$ cat config.mk
export PLATFORM = sky130hd
export DESIGN_NAME = c17_resp_misr
export DESIGN_NICKNAME = d
export VERILOG_FILES = /design/src/rtl/c17_resp_misr.sv
export SDC_FILE = /design/constraint.sdc
export NUM_CORES = 1
export LEC_CHECK = 0
export BUFFER_PORTS_ARGS = -buffer_cell sky130_fd_sc_hd__buf_2
export CAP_MARGIN = 15
export CELL_PAD_IN_SITES_DETAIL_PLACEMENT = 0
export CELL_PAD_IN_SITES_GLOBAL_PLACEMENT = 1
export CORE_MARGIN = 2
export CORE_UTILIZATION = 39
export CTS_CLUSTER_SIZE = 40
export DETAILED_ROUTE_END_ITERATION = 12
export PLACE_DENSITY = 0.77
export SKIP_CTS_REPAIR_TIMING = 1
export SYNTH_ARGS = -nofsm -noshare
export SYNTH_HDL_FRONTEND = slang
export SYNTH_SLANG_ARGS = --single-unit
$ cat constraint.sdc
create_clock -name clk -period 2.9 [get_ports clk]
set_input_delay 0.87 -clock clk [delete_from_list [all_inputs] [get_ports clk]]
set_output_delay 0.87 -clock clk [all_outputs]
set_load 0.1 [all_outputs]
$ cat src/rtl/c17_resp_misr.sv
// Response compactor for c17 BIST: folds each accepted {N23,N22} beat into a
// Galois MISR and compares the final signature against a golden value.
module c17_resp_misr #(
    parameter int                MISR_W = 16,
    parameter int                RESP_W = 2,
    parameter logic [MISR_W-1:0] POLY   = 16'h1021,
    parameter logic [MISR_W-1:0] SEED   = 16'hFFFF,
    parameter int                CNT_W  = 8
) (
    input  logic              clk,
    input  logic              rst,
    input  logic              start,
    input  logic [CNT_W-1:0]  num_pat,
    input  logic [MISR_W-1:0] golden,
    input  logic              resp_valid,
    input  logic [RESP_W-1:0] resp,
    output logic              resp_ready,
    output logic              busy,
    output logic              done,
    output logic              pass,
    output logic [MISR_W-1:0] signature,
    output logic [CNT_W-1:0]  pat_count
);

    typedef enum logic [1:0] {
        IDLE,
        RUN,
        CHECK,
        DONE
    } state_t;

    state_t            state;
    logic [CNT_W-1:0]  num_pat_q;
    logic [MISR_W-1:0] golden_q;

    // One MISR step: shift, conditional feedback, then fold in the response bits.
    function automatic logic [MISR_W-1:0] misr_next(input logic [MISR_W-1:0] s,
                                                    input logic [RESP_W-1:0] r);
        logic [MISR_W-1:0] fb;
        fb = s[MISR_W-1] ? POLY : '0;
        return (s << 1) ^ fb ^ {{(MISR_W-RESP_W){1'b0}}, r};
    endfunction

    always_ff @(posedge clk) begin
        if (rst) begin
            state      <= IDLE;
            num_pat_q  <= '0;
            golden_q   <= '0;
            signature  <= SEED;
            pat_count  <= '0;
            resp_ready <= 1'b0;
            busy       <= 1'b0;
            done       <= 1'b0;
            pass       <= 1'b0;
        end else begin
            case (state)
                IDLE, DONE: begin
                    if (start) begin
                        num_pat_q <= num_pat;
                        golden_q  <= golden;
                        signature <= SEED;
                        pat_count <= '0;
                        done      <= 1'b0;
                        pass      <= 1'b0;
                        busy      <= 1'b1;
                        if (num_pat == '0) begin
                            state      <= CHECK;
                            resp_ready <= 1'b0;
                        end else begin
                            state      <= RUN;
                            resp_ready <= 1'b1;
                        end
                    end
                end
                RUN: begin
                    if (resp_valid) begin
                        signature <= misr_next(signature, resp);
                        pat_count <= pat_count + 1'b1;
                        // Final beat: drop ready on the same edge so nothing more is taken.
                        if (pat_count == num_pat_q - 1'b1) begin
                            state      <= CHECK;
                            resp_ready <= 1'b0;
                        end
                    end
                end
                CHECK: begin
                    pass  <= (signature == golden_q);
                    done  <= 1'b1;
                    busy  <= 1'b0;
                    state <= DONE;
                end
                default: begin
                    state      <= IDLE;
                    resp_ready <= 1'b0;
                    busy       <= 1'b0;
                end
            endcase
        end
    end

endmodule

=== Word level (Yosys, flattened, before mapping) ===
Cells that the tools add are included.

* Register bits: 54
* Input bits: 30
* Output and inout port bits: 28
* Word-level logic and storage cells: 53

* $add $sub $neg: 2
* Equality and inequality tests: 8
* Mux-type cells: 22
* Bitwise logic cells: 2
* Reductions and logical operators: 10

{| class="wikitable"
|+ Operator list
! operator !! count
|-
| $mux W16 || 2
|-
| $pmux W16 S2 || 1
|-
| $eq A16 B16 Y1 || 1
|-
| $mux W8 || 2
|-
| $pmux W8 S2 || 1
|-
| $xor A16 B13 Y16 || 1
|-
| $xor A16 B2 Y16 || 1
|-
| $mux W13 || 1
|-
| $add A8 B1 Y8 const B || 1
|-
| $eq A8 B8 Y1 || 1
|-
| $logic_not A8 Y1 || 1
|-
| $mux W2 || 4
|-
| $pmux W1 S2 || 4
|-
| $sub A8 B1 Y8 const B || 1
|-
| $mux W1 || 6
|-
| $ne A2 B2 Y1 const B || 3
|-
| $pmux W2 S3 || 1
|-
| $reduce_and A3 Y1 || 2
|-
| $eq A2 B2 Y1 const B || 2
|-
| $reduce_and A2 Y1 || 2
|-
| $reduce_and A4 Y1 || 1
|-
| $reduce_bool A2 Y1 || 2
|-
| $eq A2 B1 Y1 const B || 1
|-
| $logic_not A2 Y1 || 1
|-
| $reduce_or A2 Y1 || 1
|}

=== Logic depth before layout (Yosys ltp) ===
Gate-level depths: netlist (run 1).

* Word-level depth: 5
* Depth in mapped cells: 8

=== Worst setup path before layout (run 1) ===
Ideal clock, no wire load.

* Kind: reg-to-reg
* Start point: reg pat_count[6]
* End point: reg state[0]
* Data arrival time: 2.534 ns
* Required time: 2.777 ns
* Slack: 0.243 ns
* Stages on the path, launching flop included: 6
* Path buffers: 0
* Path through: dfxtp_1 -> xnor2_1 -> and3_2 -> or4b_4 -> o32ai_2 -> mux2_1

* Word-level cells in the longest chain between the ends: 3

{| class="wikitable"
|+ Ends and longest elaborated chain
! item !! RTL line !! text
|-
| start, declared || 22 || <nowiki>output logic [CNT_W-1:0] pat_count</nowiki>
|-
| start signal, assigned || 78 || <nowiki>pat_count <= pat_count + 1'b1;</nowiki>
|-
| $eq A8 B8 Y1 || 80 || <nowiki>if (pat_count == num_pat_q - 1'b1) begin</nowiki>
|-
| $ne A2 B2 Y1 (no line) || - ||
|-
| $reduce_and A3 Y1 (no line) || - ||
|-
| end signal, assigned || 81 || <nowiki>state <= CHECK;</nowiki>
|-
| end signal, assigned || 90 || <nowiki>state <= DONE;</nowiki>
|-
| end signal, assigned || 93 || <nowiki>state <= IDLE;</nowiki>
|-
| end, declared || 32 || <nowiki>state_t state;</nowiki>
|}

No other way between the ends.
A chain may end at the register's enable or synchronous reset.

=== Worst setup path after layout (run 1) ===
* Start point: reg num_pat_q[0]
* End point: reg state[0]

* Word-level cells in the longest chain between the ends: 4

{| class="wikitable"
|+ Ends and longest elaborated chain
! item !! RTL line !! text
|-
| start, declared || 33 || <nowiki>logic [CNT_W-1:0] num_pat_q;</nowiki>
|-
| start signal, assigned || 59 || <nowiki>num_pat_q <= num_pat;</nowiki>
|-
| $sub A8 B1 Y8 || 80 ||
|-
| $eq A8 B8 Y1 || 80 ||
|-
| $ne A2 B2 Y1 (no line) || - ||
|-
| $reduce_and A3 Y1 (no line) || - ||
|}

No other way between the ends.

==> results of run 1 <==
stage by stage:
stage               total power (uW)  instance area [sq um]
finish                          3350                   2950
global route                    3580                   2950
CTS                             3380                   2950
detailed placement              2960                   2860
global placement                2950                   2860
floorplan                       2600                   2510
worst max path at each step:
stage / cells after the start / slack [ns] / end
floorplan: 5 / 0.24 / state[0]
global placement: 6 / 0.67 / pat_count[5]
detailed placement: 6 / 0.63 / state[0]
CTS: 6 / 0.62 / state[0]
global route: 7 / 0.52 / state[0]
finish: 6 / 0.62 / state[0]
worst min-delay path: stages (launching register included):
cell                      delay, ns
sky130_fd_sc_hd__dfxtp_1       0.33
sky130_fd_sc_hd__nand2_1       0.05
sky130_fd_sc_hd__a21oi_1       0.05
layout make-up:
cell class / instances / share of cell area
multi-input cells: 236 / 0.459
flip-flops and latches: 54 / 0.367
repair buffers: 61 / 0.107
well taps: 77 / 0.0327
clock buffers: 6 / 0.0246
inverters: 4 / 0.00509
clock inverters: 2 / 0.00467
registers in the layout, summed over array words and instances (netlist names):
register    count
done            1
busy            1
state           2
golden_q       16
num_pat_q       8
signature      16
resp_ready      1
pass            1
pat_count       8
report_power, final:
part	internal, uW	switching, uW
clock	171	248
combinational	497	1320
sequential	917	193
total	1590	1760
kinds of logic after synthesis:
family / after synthesis / synth area share
xor gates and xnor gates: 36 / 0.126
muxes: 3 / 0.0130
DFF: 54 / 0.431
AOI/OAI and AO/OA: 46 / 0.108
adders and majority gates: 4 / 0.0199
and+or+nand+nor: 147 / 0.273
buffers and inverters: 19 / 0.0299
placed cells by master (no fill, tap or decap), drive strengths merged:
cell type,n
xnor2,21
and3,2
or2b,1
nand3,16
buf,61
o21ba,1
ha,4
nor4,5
o22ai,6
o32ai,1
nand4,6
a22oi,1
clkinv,2
xor2,15
o311ai,1
a221oi,1
nor2,19
dfxtp,54
a21oi,33
nand3b,1
or4b,1
clkbuf,6
or2,1
o211ai,1
nand2b,9
inv,4
mux2,2
and4,1
nand2,76
and2,3
and2b,1
o2111ai,1
mux2i,1
nor3,5
per-layer routing:
layer	share of wire	track usage	routed length, um
met1	0.48	0.227	2860
met2	0.48	0.302	2880
met3	0.033	0.0344	198
met4	0.013	0.0528	76
met5	0	0	0
==> impl_summary.md, run 1 <==
Floorplanning
The area of the core is 6280 sq um. Row generation in the floorplan step produced 29 rows. The initial core utilization is 0.400.

The die is 84.2 um tall. The total I/O pin count is 58. The die is 84.2 um wide. The floorplan step defined a die boundary enclosing 7090 sq um.

Timing
The post-layout worst setup margin is 0.625 ns. On the final layout, the worst clock skew is 0.0138 ns. The highest clock frequency the design can meet is 439 MHz. Setup violations remaining at the end of the flow were counted as 0. In the final timing run, aggregate negative setup slack is 0 ns.

The clock period minus final worst setup slack is 2.28 ns. For the pin with the worst max-slew slack, the measured transition is 0.628 ns. Setup repair after global routing left no endpoint under its margin. The final-report hold violation count came to 0. The worst slack on hold paths is 0.471 ns. The share of the clock period used by the worst path after layout is 0.785. The max-slew violation total from the final report is 0. Headroom to the max-slew limit came out at 0.580.

Worst setup path
The critical path capture point type is a flop. The startpoint identified for the worst register-to-register timing path is num_pat_q[0]. The required time reported for the critical path endpoint is 3.09 ns. The worst setup path is of the flop to flop kind. STA classifies the critical path startpoint as a flop. The launching instance or port of the critical path is num_pat_q[0].

The worst reg2reg path endpoint is state[0]. The largest single stage delay on the critical path is 0.53 ns. The data arrival time at the worst-slack endpoint is 2.47 ns.

The highest fanout seen on the critical path is 6. The cell family contributing the most delay on the critical path is simple AND/OR/NAND/NOR gates. Traced cell by cell, the critical path runs through inv_1 > ha_1 > and3_2 > or4b_4 > o32ai_2 > mux2_1. The number of cells on the worst reg-to-reg path is 6. Counting both buffers and inverters, the worst setup path holds a total of 1. The slowest cell on the critical path is sky130_fd_sc_hd__or4b_4. Across all register-to-register paths, the minimum setup slack is 0.62 ns.

Global route
The total congestion overflow after global routing is 0. The first global-routing pass estimated 10.2 mm of wire. The number of global-route vias before repair came to 2119.

Entering global routing, the biggest net connects 31 pins. The overall routing resource usage is 0.177. The number of antenna violations at the first check in global routing is 0.

Logic synthesis
The sequential-to-total area share from yosys stat is 0.431. The share of synthesized area in the top cell type comes to 0.431. Yosys attributes the largest share of cell area to sky130_fd_sc_hd__dfxtp_1 43%, sky130_fd_sc_hd__nand2_1 11%, sky130_fd_sc_hd__xnor2_1 7.3%. Averaged over all synthesized cells, the footprint is 8.12 sq um. The most used flip-flop cell after synthesis is sky130_fd_sc_hd__dfxtp_1.

By count the netlist is led by 76 x sky130_fd_sc_hd__nand2_1, 54 x sky130_fd_sc_hd__dfxtp_1, 33 x sky130_fd_sc_hd__a21oi_1. The post-synthesis instance total is 309. The number of distinct library cells after synthesis is 37. The most frequent cell after synthesis is sky130_fd_sc_hd__nand2_1. The synthesized netlist occupies a cell area of 2510 sq um. Counting every net in the synthesized netlist gives 343. The cell accounting for the most synthesized area is sky130_fd_sc_hd__dfxtp_1. Counting flops and latches in the post-synthesis netlist gives 54. Yosys mapped a number of flops with a built-in enable equal to 0. During synthesis, Yosys emitted a total of 0 warnings. The async set or reset register ratio after synthesis is 0.

Final layout
The footprint of the multi-input gates is 1350 sq um. The net count of the finished layout is 396. The fraction of the core area covered by cells at the end of the flow is 0.470. The count of antenna diodes in the layout is 0. The relative area change from synthesis to final layout is 17.4%. The count of cells in the finished layout, fillers not included, comes to 440. In the final layout, flip-flops and latches occupy 1080 sq um. After filler insertion, the fill cell instance count of the layout stands at 649. The share of cells above drive strength 1 is 0.204.

Outcome
The run finished with clean final reports.

Drt
After detailed routing, the number of vias per cell comes to 5.01. The detailed-route wire length per cell is 13.7 um. The detailed router's first-iteration violation count is 73. The pre-antenna-repair detailed-routing pass consisted of 4 iterations.

The via total after detailed routing is 2206. In the routed design, unresolved DRC markers number 0. Once detail routing completed, the nets flagged for antenna violations numbered 0.

After detailed routing, the total wire length is 6.01 mm.

Min path
The worst min-delay path class is flop to flop. The source of the worst hold timing path is golden_q[10]. The sink of the worst hold path is golden_q[10]. Along the worst hold path, the cell count comes to 2.

Clock network
Clock-pin slew was measured on the worst setup and hold paths at 0.10 ns. At the later pin of the worst-skew pair, clock insertion delay measures 0.31 ns. The clock tree synthesis step divided the H-tree into 2 levels. TritonCTS created 5 clock buffers. The CTS sink count is 54.

TritonCTS built the clock tree. The tree is rooted in a sky130_fd_sc_hd__clkbuf_8. The clock passes through at most 2 buffers.

Power and ir drop
The worst-case IR drop observed on VDD is 0.000733 V. The power density relative to cell area is 1140 nW/um^2. For this design the static power due to leakage is 0.00121 uW.

Job
The max-capacitance violation count is 0.

Place
The setup slack after placement is 0.627 ns. The total half-perimeter wirelength after legalization and detailed placement is 4.57 mm. At the end of routability-driven placement, the weighted congestion stood at 0.848. In this run, placement finished with an instance count of 432.

The number of port buffers is 57.
Note: power is estimated with default switching activity, not from simulation.
==> inputs of run 2 (changes only) <==
- clock period: 2.9 -> 2.2 ns (I/O delays scaled with it)
==> impl_summary.md, run 2 (synthesized netlist as in run 1, its figures left out) <==
Outcome
Outcome: completed (unchanged).

Final layout
Commonest cells after routing, fill and taps aside: 76 x sky130_fd_sc_hd__nand2_1, 57 x sky130_fd_sc_hd__buf_2, 49 x sky130_fd_sc_hd__dfxtp_1, 33 x sky130_fd_sc_hd__a21oi_1, 21 x sky130_fd_sc_hd__xnor2_1 (was 76 x sky130_fd_sc_hd__nand2_1, 57 x sky130_fd_sc_hd__buf_2, 54 x sky130_fd_sc_hd__dfxtp_1, 33 x sky130_fd_sc_hd__a21oi_1, 21 x sky130_fd_sc_hd__xnor2_1). The number of filler instances in the final layout is 637 (was 649). The footprint of the multi-input gates is 1390 sq um (was 1350 sq um). The net count of the finished layout came to 405 (was 396). The share of cells above drive strength 1 is 0.250 (was 0.204). The most common cell after layout, fill and taps aside is sky130_fd_sc_hd__nand2_1 (unchanged).

The fraction of the core area covered by cells at the end of the flow is 0.495 (was 0.470). The count of antenna diodes in the layout was 0 (unchanged). Registers with the most flip-flops: golden_q: 16 flops, signature: 16 flops (unchanged). The combined flip-flop and latch cell area is 1090 sq um (was 1080 sq um). The final instance area was 3110 sq um (was 2950 sq um). The relative area change from synthesis to final layout is 23.8% (was 17.4%).

Timing
The setup clock skew after layout was 0.00818 ns (was 0.0138 ns). The final setup violation count is 0 (unchanged). The worst slack on hold paths came to 0.474 ns (was 0.471 ns). The highest clock frequency the design can meet is 480 MHz (was 439 MHz). The share of the clock period used by the worst path after layout is 0.946 (was 0.785). The final-report hold violation count was 0 (unchanged).

The sum of negative setup slack is 0 ns (unchanged). The max-slew violation total from the final report came to 0 (unchanged). The worst slew slack as a fraction of its limit is 0.579 (was 0.580). The slew of the pin with the lowest slew margin is 0.629 ns (was 0.628 ns).

Setup repair after global routing missed its margin: no (unchanged). The clock period minus final worst setup slack is 2.08 ns (was 2.28 ns).

Drt
The detailed router's first-iteration violation count is 168 (was 73). The routed wire length is 6.36 mm (was 6.01 mm). The detailed-route wire length per cell is 14.2 um (was 13.7 um). The number of nets with antenna violations after detailed routing is 0 (unchanged). The post-detailed-route via-to-cell ratio is 5.05 (was 5.01). The number of optimization iterations in the first detailed-route pass is 4 (unchanged). The total DRC errors in the routed layout is 0 (unchanged). The via total after detailed routing came to 2266 (was 2206).

Floorplanning
The area of the core is 6280 sq um (unchanged). The initial core utilization is 0.400 (unchanged). The area of the die came to 7090 sq um (unchanged). The standard-cell row count is 29 (unchanged). The vertical die dimension is 84.2 um (unchanged). The chip width is 84.2 um (unchanged).

The total I/O pin count is 58 (unchanged).

Min path
The source of the worst hold timing path was golden_q[11] (was golden_q[10]). The worst min-delay path class is flop to flop (unchanged).

Worst setup path
The number of cells on the worst reg-to-reg path is 7 (was 6). The type of origin of the critical path is a flop (unchanged). The critical path class is flop to flop (unchanged).

The worst reg2reg path endpoint is state[0] (unchanged). The reg2reg setup slack is 0.12 ns (was 0.62 ns). The capturing instance or port of the critical path is state[0] (unchanged). The critical path capture point type is a flop (unchanged). The highest fanout seen on the critical path is 6 (unchanged).

The required time reported for the critical path endpoint is 2.41 ns (was 3.09 ns). The reg-to-reg critical path startpoint was num_pat_q[0] (unchanged). The data arrival time at the worst-slack endpoint is 2.29 ns (was 2.47 ns).

The launching instance or port of the critical path is num_pat_q[0] (unchanged).

Clock network
The clock tree buffer depth came to 2 (unchanged). The clock latency on the worst-skew pair is 0.32 ns (was 0.31 ns). The root buffer cell is sky130_fd_sc_hd__clkbuf_8 (unchanged). The level count of the clock H-tree is 2 (unchanged).

The clock-pin slew reported for the worst setup and hold paths after clock tree synthesis is 0.10 ns (about the same). The clock tree from TritonCTS is yes (unchanged). The number of CTS-inserted buffers is 5 (unchanged). The CTS sink count is 54 (unchanged).

Global route
The number of antenna violations at the first check in global routing is 0 (unchanged). The maximum number of pins on one net before global-route repair is 27 (was 31). The total congestion overflow after global routing came to 0 (unchanged). The number of global-route vias before repair was 2065 (was 2119). The first-pass GRT wire length came to 10.5 mm (was 10.2 mm). The overall routing resource usage came to 0.183 (was 0.177).

Place
The placed cell area is 2930 sq um (was 2860 sq um). The number of port buffers was 57 (unchanged). The total half-perimeter wirelength after legalization and detailed placement is 4.65 mm (was 4.57 mm). The routability congestion estimate from global placement is 0.793 (was 0.848).

Job
The max-capacitance violation count is 0 (unchanged).

Power and ir drop
The post-layout total power is 4800 uW (was 3350 uW). The power density relative to cell area is 1540 nW/um^2 (was 1140 nW/um^2). The worst ir drop on vdd was 0.000766 V (was 0.000733 V). The static leakage power is 0.00128 uW (was 0.00121 uW).
run 2: worst min-delay path by stage:
stage / depth (start not counted) / end
floorplan: 2 / num_pat_q[7]
global placement: 2 / golden_q[14]
detailed placement: 2 / golden_q[7]
CTS: 2 / golden_q[7]
global route: 2 / golden_q[7]
finish: 2 / golden_q[11]
run 2: per-stage QoR:
step | setup WS [ns] | instances
2_1_floorplan | 0.0129 | 309
3_3_place_gp | 0.0857 | 439
3_5_place_dp | 0.0496 | 439
4_1_cts | 0.0345 | 447
5_1_grt | 0.00746 | 449
6_report | 0.118 | 449
run 2: layout make-up:
class                           count  area share
Inverter                            4     0.00483
Tap cell                           77      0.0310
Clock inverter                      3      0.0205
Clock buffer                        5      0.0221
Sequential cell                    54       0.351
Multi-Input combinational cell    236       0.447
Timing Repair Buffer               70       0.123
run 2: layer usage:
layer  GRT usage  wire length, um  share of wire  vias up
li1            -                -              -     1158
met1       0.259             3060           0.48     1052
met2       0.281             2910           0.46       50
met3      0.0413              323          0.051        6
met4      0.0528               70          0.011        0
met5           0                0              0        -
run 2: power by group:
group	total (uW)	internal [uW]	switching, uW
Combinational	2550	741	1810
Sequential	1460	1210	256
Clock	790	451	340
run 2: critical path, stage by stage, from the launching register on:
cell                        delay, ns
sky130_fd_sc_hd__dfxtp_1         0.34
sky130_fd_sc_hd__inv_1           0.05
sky130_fd_sc_hd__ha_2            0.22
sky130_fd_sc_hd__o21ba_1         0.19
sky130_fd_sc_hd__a221oi_2        0.33
sky130_fd_sc_hd__o2111ai_2       0.20
sky130_fd_sc_hd__o32ai_4         0.31
sky130_fd_sc_hd__mux2_1          0.34
